`config.mk`:
```
export PLATFORM = sky130hd
export DESIGN_NAME = led_strip_driver
export DESIGN_NICKNAME = d
export VERILOG_FILES = /design/src/rtl/led_strip_pkg.sv /design/src/rtl/led_bit_timer.sv /design/src/rtl/led_strip_driver.sv
export SDC_FILE = /design/constraint.sdc
export NUM_CORES = 1
export LEC_CHECK = 0
export CAP_MARGIN = 20
export CORE_UTILIZATION = 41
export DETAILED_ROUTE_END_ITERATION = 12
export DONT_BUFFER_PORTS = 1
export GPL_ROUTABILITY_DRIVEN = 0
export PLACE_DENSITY = 0.58
export SYNTH_ARGS = -nofsm -noshare
export SYNTH_HDL_FRONTEND = slang
export SYNTH_HIERARCHICAL = 1
export SYNTH_SLANG_ARGS = --single-unit
```
`constraint.sdc`:
```
create_clock -name clk_i -period 3.24 [get_ports clk_i]
set_input_delay 0.648 -clock clk_i [delete_from_list [all_inputs] [get_ports clk_i]]
set_output_delay 0.648 -clock clk_i [all_outputs]
set_load 0.05 [all_outputs]
```
`src/rtl/led_strip_pkg.sv`:
```
// Shared definitions for the LED strip driver.
// Holds the frame state encoding, default WS281x timing at 50 MHz and the
// bit offsets of each colour field inside a 32-bit {G,R,B,W} pixel word.
package led_strip_pkg;

  typedef enum logic [1:0] {
    ST_IDLE  = 2'd0,
    ST_LOAD  = 2'd1,
    ST_SHIFT = 2'd2,
    ST_GAP   = 2'd3
  } state_e;

  localparam int unsigned DEF_CYCLES_0_HIGH = 21;
  localparam int unsigned DEF_CYCLES_1_HIGH = 42;
  localparam int unsigned DEF_CYCLES_BIT    = 63;
  localparam int unsigned DEF_CYCLES_RESET  = 2600;

  localparam int unsigned ADDR_W = 9;
  localparam int unsigned PIX_W  = 32;

  // Colour fields within a pixel word, most significant first on the wire.
  localparam int unsigned OFS_G = 24;
  localparam int unsigned OFS_R = 16;
  localparam int unsigned OFS_B = 8;
  localparam int unsigned OFS_W = 0;

  // Wire order is MSB-first starting at the top of the G field.
  localparam int unsigned FIRST_BIT = OFS_G + 7;

endpackage

```
`src/rtl/led_bit_timer.sv`:
```
// Shared bit-phase timer for all strands.
// Ports: clk_i/rst_i clock and sync reset; run_i enables counting (clears
// the phase when low); bit_end_c marks the last cycle of a bit;
// high_window_0_c / high_window_1_c are high while a 0 / 1 bit is high.
module led_bit_timer
  import led_strip_pkg::*;
#(
  parameter int unsigned CYCLES_0_HIGH = DEF_CYCLES_0_HIGH,
  parameter int unsigned CYCLES_1_HIGH = DEF_CYCLES_1_HIGH,
  parameter int unsigned CYCLES_BIT    = DEF_CYCLES_BIT
) (
  input  logic clk_i,
  input  logic rst_i,
  input  logic run_i,
  output logic bit_end_c,
  output logic high_window_0_c,
  output logic high_window_1_c
);

  localparam int unsigned PH_W = (CYCLES_BIT > 1) ? $clog2(CYCLES_BIT) : 1;

  logic [PH_W-1:0] phase_q, phase_d;

  // Phase decode shared by every channel.
  always_comb begin
    bit_end_c       = run_i && (phase_q == PH_W'(CYCLES_BIT - 1));
    high_window_0_c = phase_q < PH_W'(CYCLES_0_HIGH);
    high_window_1_c = phase_q < PH_W'(CYCLES_1_HIGH);
    phase_d         = (!run_i || bit_end_c) ? '0 : phase_q + PH_W'(1);
  end

  always_ff @(posedge clk_i) begin
    if (rst_i) phase_q <= '0;
    else       phase_q <= phase_d;
  end

endmodule

```
`src/rtl/led_strip_driver.sv`:
```
// Multi-strand WS281x-style serial LED driver.
// Ports: clk_i, rst_i (sync, active-high); start_i requests a frame;
// continuous_i chains frames back to back; busy_o spans LOAD..GAP;
// frame_done_o pulses in the last GAP cycle; address_o indexes the external
// pixel memory (1-cycle read latency); pixel_i carries {G,R,B,W} per
// channel; data_o is the registered serial bit per strand.
module led_strip_driver
  import led_strip_pkg::*;
#(
  parameter int unsigned CHANNELS      = 4,
  parameter int unsigned LED_COUNT     = 300,
  parameter int unsigned BITS_PER_LED  = 24,
  parameter int unsigned REVERSE       = 0,
  parameter int unsigned CYCLES_0_HIGH = DEF_CYCLES_0_HIGH,
  parameter int unsigned CYCLES_1_HIGH = DEF_CYCLES_1_HIGH,
  parameter int unsigned CYCLES_BIT    = DEF_CYCLES_BIT,
  parameter int unsigned CYCLES_RESET  = DEF_CYCLES_RESET
) (
  input  logic                      clk_i,
  input  logic                      rst_i,
  input  logic                      start_i,
  input  logic                      continuous_i,
  output logic                      busy_o,
  output logic                      frame_done_o,
  output logic [8:0]                address_o,
  input  logic [CHANNELS*32-1:0]    pixel_i,
  output logic [CHANNELS-1:0]       data_o
);

  localparam int unsigned BIT_W = $clog2(BITS_PER_LED);
  localparam int unsigned GAP_W = (CYCLES_RESET > 1) ? $clog2(CYCLES_RESET) : 1;
  localparam logic [ADDR_W-1:0] LAST_LED  = ADDR_W'(LED_COUNT - 1);
  localparam logic [ADDR_W-1:0] FIRST_IDX = (REVERSE != 0) ? LAST_LED : '0;

  state_e state_q, state_d;
  logic                          busy_q, busy_d;
  logic                          done_q, done_d;
  logic [ADDR_W-1:0]             addr_q, addr_d;
  logic [CHANNELS-1:0]           data_q, data_d;
  logic [CHANNELS-1:0][PIX_W-1:0] sr_q, sr_d;
  logic [CHANNELS-1:0][PIX_W-1:0] shadow_q, shadow_d;
  logic [BIT_W-1:0]              bit_q, bit_d;
  logic [ADDR_W-1:0]             led_q, led_d;
  logic [GAP_W-1:0]              gap_q, gap_d;

  logic bit_end, hw0, hw1;
  logic last_bit, last_led, gap_last;

  led_bit_timer #(
    .CYCLES_0_HIGH (CYCLES_0_HIGH),
    .CYCLES_1_HIGH (CYCLES_1_HIGH),
    .CYCLES_BIT    (CYCLES_BIT)
  ) u_timer (
    .clk_i           (clk_i),
    .rst_i           (rst_i),
    .run_i           (state_q == ST_SHIFT),
    .bit_end_c       (bit_end),
    .high_window_0_c (hw0),
    .high_window_1_c (hw1)
  );

  assign last_bit = (bit_q == BIT_W'(BITS_PER_LED - 1));
  assign last_led = (led_q == LAST_LED);
  assign gap_last = (gap_q == GAP_W'(CYCLES_RESET - 1));

  // State register and datapath flops.
  always_ff @(posedge clk_i) begin
    if (rst_i) begin
      state_q  <= ST_IDLE;
      busy_q   <= 1'b0;
      done_q   <= 1'b0;
      addr_q   <= FIRST_IDX;
      data_q   <= '0;
      sr_q     <= '0;
      shadow_q <= '0;
      bit_q    <= '0;
      led_q    <= '0;
      gap_q    <= '0;
    end else begin
      state_q  <= state_d;
      busy_q   <= busy_d;
      done_q   <= done_d;
      addr_q   <= addr_d;
      data_q   <= data_d;
      sr_q     <= sr_d;
      shadow_q <= shadow_d;
      bit_q    <= bit_d;
      led_q    <= led_d;
      gap_q    <= gap_d;
    end
  end

  // Next-state logic; start_i only matters in IDLE and the final GAP cycle.
  always_comb begin
    state_d = state_q;
    case (state_q)
      ST_IDLE:  if (start_i) state_d = ST_LOAD;
      ST_LOAD:  state_d = ST_SHIFT;
      ST_SHIFT: if (bit_end && last_bit && last_led) state_d = ST_GAP;
      ST_GAP:   if (gap_last) state_d = (continuous_i || start_i) ? ST_LOAD : ST_IDLE;
      default:  state_d = ST_IDLE;
    endcase
  end

  // Datapath and registered-output next values.
  always_comb begin
    addr_d   = addr_q;
    data_d   = '0;
    sr_d     = sr_q;
    shadow_d = shadow_q;
    bit_d    = bit_q;
    led_d    = led_q;
    gap_d    = gap_q;
    case (state_q)
      ST_LOAD: begin
        for (int unsigned c = 0; c < CHANNELS; c++) sr_d[c] = pixel_i[c*32 +: 32];
        bit_d = '0;
        led_d = '0;
      end
      ST_SHIFT: begin
        for (int unsigned c = 0; c < CHANNELS; c++)
          data_d[c] = sr_q[c][FIRST_BIT] ? hw1 : hw0;
        if (bit_end) begin
          if (last_bit) begin
            bit_d = '0;
            if (!last_led) begin
              sr_d  = shadow_q;
              led_d = led_q + ADDR_W'(1);
            end else begin
              // Rewind so a chained LOAD already presents the first index.
              addr_d = FIRST_IDX;
              gap_d  = '0;
            end
          end else begin
            for (int unsigned c = 0; c < CHANNELS; c++) sr_d[c] = sr_q[c] << 1;
            bit_d = bit_q + BIT_W'(1);
            // Prefetch address early; the shadow grabs it when the last bit starts.
            if (bit_q == '0 && !last_led)
              addr_d = (REVERSE != 0) ? addr_q - ADDR_W'(1) : addr_q + ADDR_W'(1);
            if (bit_q == BIT_W'(BITS_PER_LED - 2) && !last_led)
              for (int unsigned c = 0; c < CHANNELS; c++) shadow_d[c] = pixel_i[c*32 +: 32];
          end
        end
      end
      ST_GAP: gap_d = gap_last ? '0 : gap_q + GAP_W'(1);
      default: ;
    endcase
    busy_d = (state_d != ST_IDLE);
    // Registered one cycle ahead so the pulse coincides with the last GAP cycle.
    done_d = (state_d == ST_GAP) && (gap_d == GAP_W'(CYCLES_RESET - 1));
  end

  assign busy_o       = busy_q;
  assign frame_done_o = done_q;
  assign address_o    = addr_q;
  assign data_o       = data_q;

endmodule

```
# --- Word-level counts from Yosys, hierarchy flattened ---
# Index checks and enable logic that the tools add are counted.
totals:
  register_bits: 305
  inputBits: 132
  word_cells: 91
classes:
  addsub: 5
  magnitude_cmp: 2
  n_eq_ne: 15
  n_mux: 28
  n_bitwise: 2
  n_reduce_logical: 22
ops:
  columns: ["op", "count"]
  rows:
  - ["$mux W128", 3]
  - ["$pmux W128 S2", 1]
  - ["$mux W9", 6]
  - ["$mux W12", 4]
  - ["$eq A12 B12 Y1 const B", 2]
  - ["$pmux W12 S2", 1]
  - ["$add A9 B1 Y9 const B", 2]
  - ["$pmux W9 S2", 1]
  - ["$add A12 B1 Y12 const B", 1]
  - ["$reduce_and A4 Y1", 3]
  - ["$eq A5 B5 Y1 const B", 2]
  - ["$mux W5", 2]
  - ["$pmux W5 S2", 1]
  - ["$eq A9 B9 Y1 const B", 1]
  - ["$pmux W2 S4", 1]
  - ["$add A6 B1 Y6 const B", 1]
  - ["$eq A2 B2 Y1 const B", 3]
  - ["$eq A6 B6 Y1 const B", 1]
  - ["$logic_and A1 B1 Y1", 6]
  - ["$lt A6 B5 Y1 const B", 1]
  - ["$lt A6 B6 Y1 const B", 1]
  - ["$mux W2", 3]
  - ["$ne A2 B2 Y1 const B", 3]
  - ["$reduce_bool A2 Y1", 3]
  - ["other kinds (13)", 21]

# --- Logic depth before layout (Yosys ltp) ---
# Gate-level depths: netlist (run 1).
logic_depth:
  depth_word: 8
  ltp_mapped: 14
  depth_no_buf: 9

# --- Cells and area by module ---
# Netlist (run 1), hierarchy kept.
by_module_without_submodules:
  columns: ["mod", "n_inst", "cells_each", "area_each_um2", "seq_area_each_um2"]
  rows:
  - ["led_strip_driver", 1, 1815, 13635.6, 5985.7]
  - ["led_bit_timer", 1, 36, 307.8, 120.1]

# --- Least setup slack after synthesis (run 1) ---
# No wires, ideal clock.
synth_timing:
  path_type: "register to register"
  start: "register state_q[0]"
  end: "register shadow_q[0] (netlist bit)"
  t_arrival_ns: 2.897
  slack_ns: 0.272
  path_stages_with_launch: 15
  path_buffers: 5
  synth_period_minus_slack_ns: 2.968
  path_cell_list: "dfxtp_1 -> nand2b_1 -> buf_2 -> inv_1 -> clkbuf_1 -> clkbuf_1 -> inv_1 -> nor3_1 -> nand3b_1 -> or2_2 -> nor3_1 -> clkbuf_1 -> clkbuf_1 -> nand2_1 -> a21oi_1"
synth_between:
  elab_chain_cells: 3
synth_rtl:
  columns: ["element", "line_no", "source"]
  rows:
  - ["start, declared", "led_strip_driver.sv:35", "state_e state_q, state_d;"]
  - ["start signal, assigned", "led_strip_driver.sv:80", "state_q <= state_d;"]
  - ["$eq A2 B2 Y1", "led_strip_driver.sv:56", ".run_i (state_q == ST_SHIFT),"]
  - ["$logic_and A1 B1 Y1", "led_bit_timer.sv:26", "bit_end_c = run_i && (phase_q == PH_W'(CYCLES_BIT - 1));"]
  - ["named net bit_end", "led_strip_driver.sv:46", "logic bit_end, hw0, hw1;"]
  - ["$reduce_and A4 Y1 (no line)", null, null]
  - ["end signal, assigned", "led_strip_driver.sv:86", "shadow_q <= shadow_d;"]
  - ["end, declared", "led_strip_driver.sv:41", "logic [CHANNELS-1:0][PIX_W-1:0] shadow_q, shadow_d;"]
# The timed path passes the listed nets, and every way through them passes these cells.
# A chain may end at the register's enable or synchronous reset.

# --- Worst setup path in the final report (run 1) ---
layout_timing:
  start: "register bit_q[0]"
  end: "register sr_q[97] (netlist bit)"
layout_between:
  elab_chain_cells: 4
layout_rtl:
  columns: ["element", "line_no", "source"]
  rows:
  - ["start, declared", "led_strip_driver.sv:42", "logic [BIT_W-1:0] bit_q, bit_d;"]
  - ["start signal, assigned", "led_strip_driver.sv:87", "bit_q <= bit_d;"]
  - ["$eq A5 B5 Y1 (*)", "led_strip_driver.sv:62", "assign last_bit = (bit_q == BIT_W'(BITS_PER_LED - 1));"]
  - ["$mux W128", "led_strip_driver.sv:124", "if (last_bit) begin"]
  - ["$mux W128", "led_strip_driver.sv:123", "if (bit_end) begin"]
  - ["$pmux W128 S2", "led_strip_driver.sv:114", "case (state_q)"]
  - ["end signal, assigned", "led_strip_driver.sv:85", "sr_q <= sr_d;"]
  - ["end, declared", "led_strip_driver.sv:40", "logic [CHANNELS-1:0][PIX_W-1:0] sr_q, sr_d;"]
# Every way passes the cells marked *; elsewhere a longest branch is shown, timed or not. The select of a mux whose other input is x is not followed.

==> run metrics, run 1 <==
# setup viols final=0; post-layout min period=between 2 and 3 ns; crit end category=register; Skew-Pair Late Insertion Delay=~0.52 ns; Mapped Cells=1851; DRC viols=0; Area after DPL=roughly 14000 µm²; Final Cell Area=15500 µm²; GRT Overall Usage=between 10% and 20%; skew final=around 0.022 ns; post-CTS setup buffer count=0; register area share after synthesis=a little over two fifths; R2R cell count=8; FFs w/ async S/R, synth=0%; Max Fclk=around 350 MHz; first-pass GRT wire length=~57000 µm; Crit Reg-Reg Startpoint=bit_q[0]$_SDFFE_PP0P_; Post-synth EDFFs=0; met3 WL=~2000 µm; remaining antenna violation count=0; Avg Inst Size Synth=approximately 7.5 µm²; clock-pin slew on the worst setup and hold paths=roughly 0.06 ns; PwrDens=just over 600 nW/µm²; post-DR wirelength/cell=approximately 15 µm; post_cts resized=0; Ys Warns=6; cell taking the most area after synthesis=dfxtp_1; # fillers=roughly 3300; final std cells w/o fill=2240; Slew Viols, Final=0; CP max FO=67; row cnt=67; Main synth FF type=dfxtp_1; met2 wire len=approximately 15000 µm; clk root buf=clkbuf_16; status=finished, final reports clean; CTS tree=done; # nets final=1904; number of port buffers=0; final hold slack=0.219 ns; Max-slew headroom=between 20 and 30%; CP Cell Sequence=ha_1 > and4b_4 > buf_4 > nand3_2 > a21o_4 > buf_12 > mux2i_1 > nor2_1; share of the synthesized area in the top cell type=43.8%; via count=approximately 12000; LEAKAGE=5.02 nW; synth top area cells=dfxtp_1, nand2_1, mux2i_1; Hold Crit Class=in -> reg; CP required=~3.6 ns; WL met1=about 16000 µm; Worst Path Arrival=approximately 3.2 ns; max cap viols=0; # IOs=about 150; Starting DRT DRC Count=826; flop2flop setup slack=0.42 ns; DRT Wirelength=34200 µm; peak supply drop=~420 µV; min-delay src=rst_i; CTS Sinks=~310; RSZ-0062 raised after global routing=false; crit start category=register; Unique masters post-synth=55; area of the core=roughly 34000 µm²; CTS max path bufs=3; Layout area overhead=11.0%; critical path's largest stage delay=roughly 0.4 ns; share of cells above drive strength 1=under 10%; Worst path slowest cell=buf_4; DP HPWL=approximately 19000 µm; Worst Hold Depth=1; setup tns final=0 ns; Initial Utilization=just over 40%; syn_nets=between 1500 and 2000; global route total overflow=0; largest net degree at the start of global routing=between 200 and 300; Hold Buf Count CTS=0; die width=approximately 190 µm; CTS Buf Count=36; synth cell count leaders=nand2_1, dfxtp_1, nor2_1; DR pass1 iterations=5; RR Endpoint=sr_q[97]$_SDFFE_PP0P_; period utilization=87.0%; WHS Endpoint=shadow_q[84]$_SDFFE_PP0P_; CTS H-tree lvls=2; die height=186 µm; Via density=between 5 and 6; DIE AREA=approximately 35000 µm²; #FFs+latches synth=around 310; post-placement cell count=about 2200; top layer in use=met4; vias in the first global route=11172; Total Power=~9.4 mW; cell with the most instances after synthesis=nand2_1; Setup CP Type=reg -> reg; mapped cell area=13900 µm²; Slew @ Worst Pin=approximately 1.1 ns; initial antenna violation count=1; endpoints failing hold=0
-- per-stage QoR --
stage	util, %	setup slack, ns
final	46.2	0.420
after global routing	46.2	0.229
after CTS	46.2	0.441
after detailed placement	42.3	0.465
after global placement	42.3	0.490
after floorplan	-	0.272
-- per-layer routing --
metal,up-vias,GRT usage [%]
met5,-,0
met1,5611,26.7
li1,6032,-
met4,0,5.75
met3,47,4.12
met2,235,30.5
-- worst max-delay path, delay by kind of cell, from the launching register on --
kind / cells / cell delay, ns
flip-flops: 1 / 0.39
adder cells (fa/ha/maj): 1 / 0.28
AND/OR/NAND/NOR: 3 / 0.69
AO/OA/AOI/OAI: 1 / 0.34
multiplexers: 1 / 0.26
buffers and inverters: 2 / 0.60
-- layout make-up --
| type | instances | area (µm²) | area share (%) |
|---|---|---|---|
| Antenna cell | 1 | 2.50 | 0.0162 |
| Clock buffer | 52 | 1080 | 7.00 |
| Clock inverter | 14 | 211 | 1.37 |
| Inverter | 12 | 52.6 | 0.339 |
| Multi-Input combinational cell | 1390 | 7230 | 46.7 |
| Sequential cell | 305 | 6110 | 39.4 |
| Tap cell | 448 | 561 | 3.62 |
| Timing Repair Buffer | 18 | 235 | 1.52 |
-- state kept, by name, summed over array words and instances (netlist names) --
signal,flops
sr_q,128
state_q,2
u_timer/phase_q,6
shadow_q,128
bit_q,5
led_q,9
frame_done_o,1
address_o,9
gap_q,12
busy_o,1
data_o,4
-- layout by cell type, fill, tap and decap left out, types with 5 or more instances in the layout --
| cell type | instances |
|---|---|
| nand3_1 | 15 |
| clkbuf_1 | 6 |
| o21ai_0 | 14 |
| or3_1 | 8 |
| nand4_1 | 9 |
| a31oi_1 | 126 |
| clkbuf_16 | 38 |
| nor2b_1 | 5 |
| nor3_1 | 14 |
| nor2_1 | 289 |
| clkbuf_8 | 8 |
| inv_1 | 11 |
| mux2i_1 | 131 |
| bufinv_16 | 5 |
| a21oi_1 | 146 |
| nand2_1 | 521 |
| xnor2_1 | 11 |
| buf_12 | 8 |
| clkinv_2 | 6 |
| a211oi_1 | 7 |
| xor2_1 | 9 |
| a311oi_1 | 6 |
| ha_1 | 9 |
| dfxtp_1 | 305 |
| buf_4 | 10 |
-- logic make-up (layout without fill, tap and decap cells) --
family,after synthesis,in the layout,synth area share [%]
adder cells (fa/ha/maj),9,9,0.808
buffers and inverters,156,96,4.52
flip-flops,305,305,43.8
other,0,1,0
multiplexers,133,133,9.57
AO/OA/AOI/OAI,327,327,13.9
XOR/XNOR,20,20,1.26
AND/OR/NAND/NOR,901,901,26.1
-- power by group --
group | switching [mW] | leakage [nW] | internal (mW)
Combinational | 0.580 | 1.92 | 0.440
Clock | 1.59 | 0.634 | 2.73
Sequential | 0.116 | 2.47 | 3.94
-- worst max path at each step --
stage | start | endpoint | slack [ns] | depth (start not counted)
3_5_place_dp | led_q[0]$_SDFFE_PP0P_ | shadow_q[45]$_SDFFE_PP0P_ | 0.46 | 7
3_3_place_gp | led_q[0]$_SDFFE_PP0P_ | shadow_q[83]$_SDFFE_PP0P_ | 0.49 | 7
2_1_floorplan | state_q[0]$_SDFF_PP0_ | shadow_q[0]$_SDFFE_PP0P_ | 0.27 | 14
5_1_grt | led_q[0]$_SDFFE_PP0P_ | shadow_q[38]$_SDFFE_PP0P_ | 0.23 | 7
4_1_cts | led_q[0]$_SDFFE_PP0P_ | shadow_q[44]$_SDFFE_PP0P_ | 0.44 | 7
6_report | bit_q[0]$_SDFFE_PP0P_ | sr_q[97]$_SDFFE_PP0P_ | 0.42 | 8
Note: power is estimated with default switching activity, not from simulation.
==> run 2: changes to the inputs <==
Settings changed: ABC_AREA set to 1, RECOVER_POWER set to 100.
==> run 2 against run 1 <==
Compared with the run above:
- combinational power decreased by 46%
- die area is 2.5% lower
- sequential power fell by 1%
- global-route usage grew 0.22 points
- critical path type unchanged
- critical endpoint is now sr_q[38]$_SDFFE_PP0P_
- largest power group is now registers
- highest routed layer unchanged
==> run metrics, run 2 <==
clk root buf=clkbuf_16; Post-synth EDFFs=0; # setup viols final=0; synth top area cells=dfxtp_1, nand2_1, o21ai_0; CTS H-tree lvls=2; share of the synthesized area in the top cell type=roughly 45%; skew final=0.0132 ns; die width=184 µm; final std cells w/o fill=roughly 2200; global route total overflow=0; status=finished, final reports clean; remaining antenna violation count=0; mapped cell area=~14000 µm²; Starting DRT DRC Count=1055; Hold Crit Class=in -> reg; post-DR wirelength/cell=15.0 µm; Final WS setup=0.550 ns; Ys Warns=6; CTS max path bufs=3; PwrDens=around 580 nW/µm²; DRT Wirelength=approximately 33000 µm; most frequent CP cell=buf_4; CTS Sinks=between 300 and 400; RSZ-0062 raised after global routing=false; via count=11704; DRC viols=0; synth cell count leaders=nand2_1, dfxtp_1, o21ai_0; initial antenna violation count=0; Max-slew headroom=40.5%; CP max FO=between 70 and 80; Skew-Pair Late Insertion Delay=~0.51 ns; peak supply drop=approximately 380 µV; # fillers=approximately 3300; post_cts resized=0; # IOs=between 100 and 150; Area after DPL=roughly 14000 µm²; crit end category=register; Seq. cell area=about 6100 µm²; Main synth FF type=dfxtp_1; Top Registers=shadow_q (128), sr_q (128), gap_q (12); critical path's largest stage delay=0.80 ns; die height=~180 µm; Avg Inst Size Synth=between 7 and 8 µm²; WP buf/inv=3; commonest cells after routing, fill and taps aside=nand2_1, dfxtp_1, o21ai_0; Mapped Cells=1837; cell taking the most area after synthesis=dfxtp_1; post-layout min period=approximately 2.7 ns; period utilization=roughly 83%; Setup CP Type=reg -> reg; Slew Viols, Final=0; commonest non-fill, non-tap cell in the layout=nand2_1; FFs w/ async S/R, synth=0%; DIE AREA=approximately 34000 µm²; # nets final=around 1900; row cnt=66; first-pass GRT wire length=55000 µm; area of the core=between 30000 and 40000 µm²; crit start category=register; endpoints failing hold=0; Worst Path Arrival=between 3 and 4 ns; Unique masters post-synth=35; register area share after synthesis=44.9%; clock-pin slew on the worst setup and hold paths=about 0.06 ns; setup tns final=0 ns; Hold Buf Count CTS=0; share of cells above drive strength 1=under 10%; Slew @ Worst Pin=between 0.8 and 0.9 ns; Initial Utilization=about two fifths; LEAKAGE=5.09 nW; Worst path slowest cell=buf_4; Total Power=roughly 8.6 mW; post-placement cell count=2147; #FFs+latches synth=~310; CTS Buf Count=37; post-CTS setup buffer count=0; Max Fclk=372 MHz; syn_nets=1978; cell class contributing the biggest share of worst-path delay=buffers and inverters; DP HPWL=about 19000 µm; Final Cell Area=between 10000 and 15000 µm²; number of port buffers=0; largest net degree at the start of global routing=178; vias in the first global route=10739; CP Cell Sequence=inv_1 > nor2_1 > buf_4 > buf_4 > o211ai_1 > a31oi_1; final core utilization=a little under half; GRT Overall Usage=a little under 20%; CP required=approximately 3.7 ns; cell with the most instances after synthesis=nand2_1; area of the multi-input gates=about 6200 µm²; final hold slack=~0.21 ns; Via density=5.29; DR pass1 iterations=5; Layout area overhead=9.53%; pre-CTS setup slack=approximately 0.65 ns; max cap viols=0; CTS tree=done
==> run 2: cell types whose count changed after synthesis, moves of 10 or more <==
| cell | previous run | this run |
|---|---|---|
| nand3_1 | 15 | 38 |
| nand2_1 | 521 | 356 |
| o211ai_1 | 1 | 124 |
| nor2_1 | 289 | 62 |
| buf_2 | 36 | 47 |
| clkbuf_1 | 103 | 93 |
| inv_1 | 12 | 184 |
| o21ai_1 | 2 | 21 |
| o21ai_0 | 14 | 247 |
| mux2i_1 | 131 | 4 |
==> run 2: final timing paths <==
path | start | end | slack (ns) | depth (start not counted)
worst min-delay path | rst_i | gap_q[1]$_SDFF_PP0_ | 0.21 | 1
worst max-delay path | state_q[1]$_SDFF_PP0_ | sr_q[38]$_SDFFE_PP0P_ | 0.55 | 6
worst min register to register | shadow_q[64]$_SDFFE_PP0P_ | shadow_q[64]$_SDFFE_PP0P_ | 0.45 | 2
worst max register to register | state_q[1]$_SDFF_PP0_ | sr_q[38]$_SDFFE_PP0P_ | 0.55 | 6
==> run 2: cell type report <==
| class | count | share of cell area (%) |
|---|---|---|
| flip-flops and latches | 305 | 41.0 |
| repair buffers | 16 | 1.22 |
| diodes | 1 | 0.0168 |
| clock inverters | 10 | 0.697 |
| multi-input cells | 1197 | 41.4 |
| clock buffers | 52 | 7.22 |
| well taps | 442 | 3.71 |
| inverters | 188 | 4.77 |
==> run 2: cell families after synthesis <==
| logic type | Yosys count | synth area share, % |
|---|---|---|
| XOR/XNOR | 11 | 0.709 |
| buffers and inverters | 335 | 9.74 |
| AO/OA/AOI/OAI | 676 | 28.6 |
| flip-flops | 305 | 44.9 |
| AND/OR/NAND/NOR | 497 | 14.9 |
| adder cells (fa/ha/maj) | 9 | 0.828 |
| multiplexers | 4 | 0.295 |
==> run 2: routing by layer <==
metal / track usage, % / wire length, µm / vias to the layer above
li1: - / - / 6084
met2: 31.8 / 15000 / 188
met1: 25.9 / 15600 / 5389
met4: 4.93 / 535 / 0
met5: 0 / 0 / -
met3: 5.10 / 2010 / 43
==> run 2: power by group <==
| group | switching (mW) | leakage [nW] | internal, mW |
|---|---|---|---|
| clock | 1.55 | 0.586 | 2.46 |
| sequential | 0.106 | 2.48 | 3.91 |
| combinational | 0.378 | 2.03 | 0.177 |
==> run 3: changes to the inputs <==
Clock period 3.24 ns to 2.72 ns, I/O delays scaled along.
==> run 3 against run 2 <==
Compared with the run above:
- setup slack worse by 0.26 ns
- sequential share of layout area shrank 0.43 points
- largest power group is now clock
- power up 20%
- highest routed layer unchanged
==> run metrics, run 3 (synthesized netlist as in run 2, its figures left out) <==
Layout area overhead=10.7%; final core utilization=between 40% and 50%; Clock power frac=roughly 47%; Starting DRT DRC Count=between 800 and 900; max cap viols=0; first-pass GRT wire length=54800 µm; CTS H-tree lvls=2; vias in the first global route=10806; clock-pin slew on the worst setup and hold paths=around 0.06 ns; Slew Viols, Final=0; share of cells above drive strength 1=about 5.1%; DIE AREA=33900 µm²; Cell Int Power=just under 8 mW; # nets final=about 1900; row cnt=66; post-DR wirelength/cell=14.9 µm; clk root buf=clkbuf_16; post_cts resized=0; antenna diode count=0; skew final=about 0.017 ns; commonest cells after routing, fill and taps aside=nand2_1, dfxtp_1, o21ai_0; CTS tree=done; sw frac=a little under a quarter; CTS Buf Count=37; Worst Path Arrival=2.87 ns; NetSw=2.45 mW; CTS max path bufs=3; LEAKAGE=5.14 nW; Via density=5.31; GRT Overall Usage=between 10% and 20%; remaining antenna violation count=0; Top Registers=shadow_q (128), sr_q (128), gap_q (12); Hold Buf Count CTS=0; RSZ-0062 raised after global routing=false; combinational share of power=between 6 and 7%; # setup viols final=0; # fillers=3282; Skew-Pair Late Insertion Delay=between 0.5 and 0.6 ns; Initial Utilization=around two fifths; Hold Crit Class=in -> reg; post-CTS setup buffer count=0; via count=11798; period utilization=89.4%; post-layout min period=roughly 2.4 ns; crit start category=register; endpoints failing hold=0; DRT Wirelength=~33000 µm; crit end category=register; largest net degree at the start of global routing=~140; setup tns final=0 ns; die width=between 150 and 200 µm; # IOs=147; initial antenna violation count=0; PwrDens=approximately 700 nW/µm²; CTS Sinks=a little over 300; sequential power share=46.2%; CP max FO=38; Max Fclk=411 MHz; status=finished, final reports clean; global route total overflow=0; DP HPWL=19200 µm; number of port buffers=0; CP required=3.16 ns; commonest non-fill, non-tap cell in the layout=nand2_1; Slew @ Worst Pin=1.23 ns; peak supply drop=about 490 µV; area of the core=between 30000 and 40000 µm²; Max-slew headroom=between 10% and 20%; DRC viols=0; DR pass1 iterations=5; die height=approximately 180 µm; Setup CP Type=reg -> reg
==> run 3: layout make-up <==
cell class	instances	area, µm²	share of cell area [%]
Clock inverter	10	106	0.707
Timing Repair Buffer	25	287	1.90
Sequential cell	305	6110	40.6
Clock buffer	56	1110	7.38
Inverter	188	711	4.72
Tap cell	442	553	3.68
Multi-Input combinational cell	1197	6170	41.0
==> run 3: power groups by stage <==
stage                     Sequential, mW  Combinational [mW]  Clock [mW]
after floorplan                     4.84               0.547           0
after global placement              4.87               0.688           0
after detailed placement            4.87               0.697           0
after CTS                           4.78               0.701        5.01
after global routing                4.80               0.786        5.21
final                               4.78               0.688        4.87
==> run 3: final timing paths <==
check	startpoint	to	slack, ns	cells after the start
min reg2reg	shadow_q[32]$_SDFFE_PP0P_	shadow_q[32]$_SDFFE_PP0P_	0.45	2
min	rst_i	gap_q[0]$_SDFF_PP0_	0.10	1
max reg2reg	state_q[1]$_SDFF_PP0_	sr_q[110]$_SDFFE_PP0P_	0.29	12
max	state_q[1]$_SDFF_PP0_	sr_q[110]$_SDFFE_PP0P_	0.29	12
==> run 3: worst max-delay path: stages, from the launching register on <==
cell	delay (ns)
dfxtp_1	0.46
inv_2	0.10
nor2_4	0.11
inv_1	0.06
nor2_1	0.17
nand2_1	0.12
nand2_1	0.11
inv_1	0.13
a31oi_4	0.20
buf_12	0.24
clkbuf_4	0.33
o21ai_0	0.13
a31oi_1	0.17
==> run 3: per-layer routing <==
layer / GRT usage (%) / wire length, µm / vias up
met5: 0 / 0 / -
met4: 4.90 / 491 / 0
met3: 5.49 / 2150 / 44
met2: 31.3 / 15000 / 192
met1: 25.8 / 15500 / 5452
li1: - / - / 6110
==> run 3: per-stage QoR <==
stage	total power [mW]	std cells	instance area (µm²)	hold slack, ns	worst slack [ns]
finish	10.3	2223	15000	0.104	0.287
detailed placement	5.57	2157	13900	0.439	0.316
global route	10.8	2223	15000	0.0812	0.0140
floorplan	5.39	1837	13600	0.424	0.530
global placement	5.56	2157	13900	0.431	0.420
CTS	10.5	2223	15100	0.0797	0.293
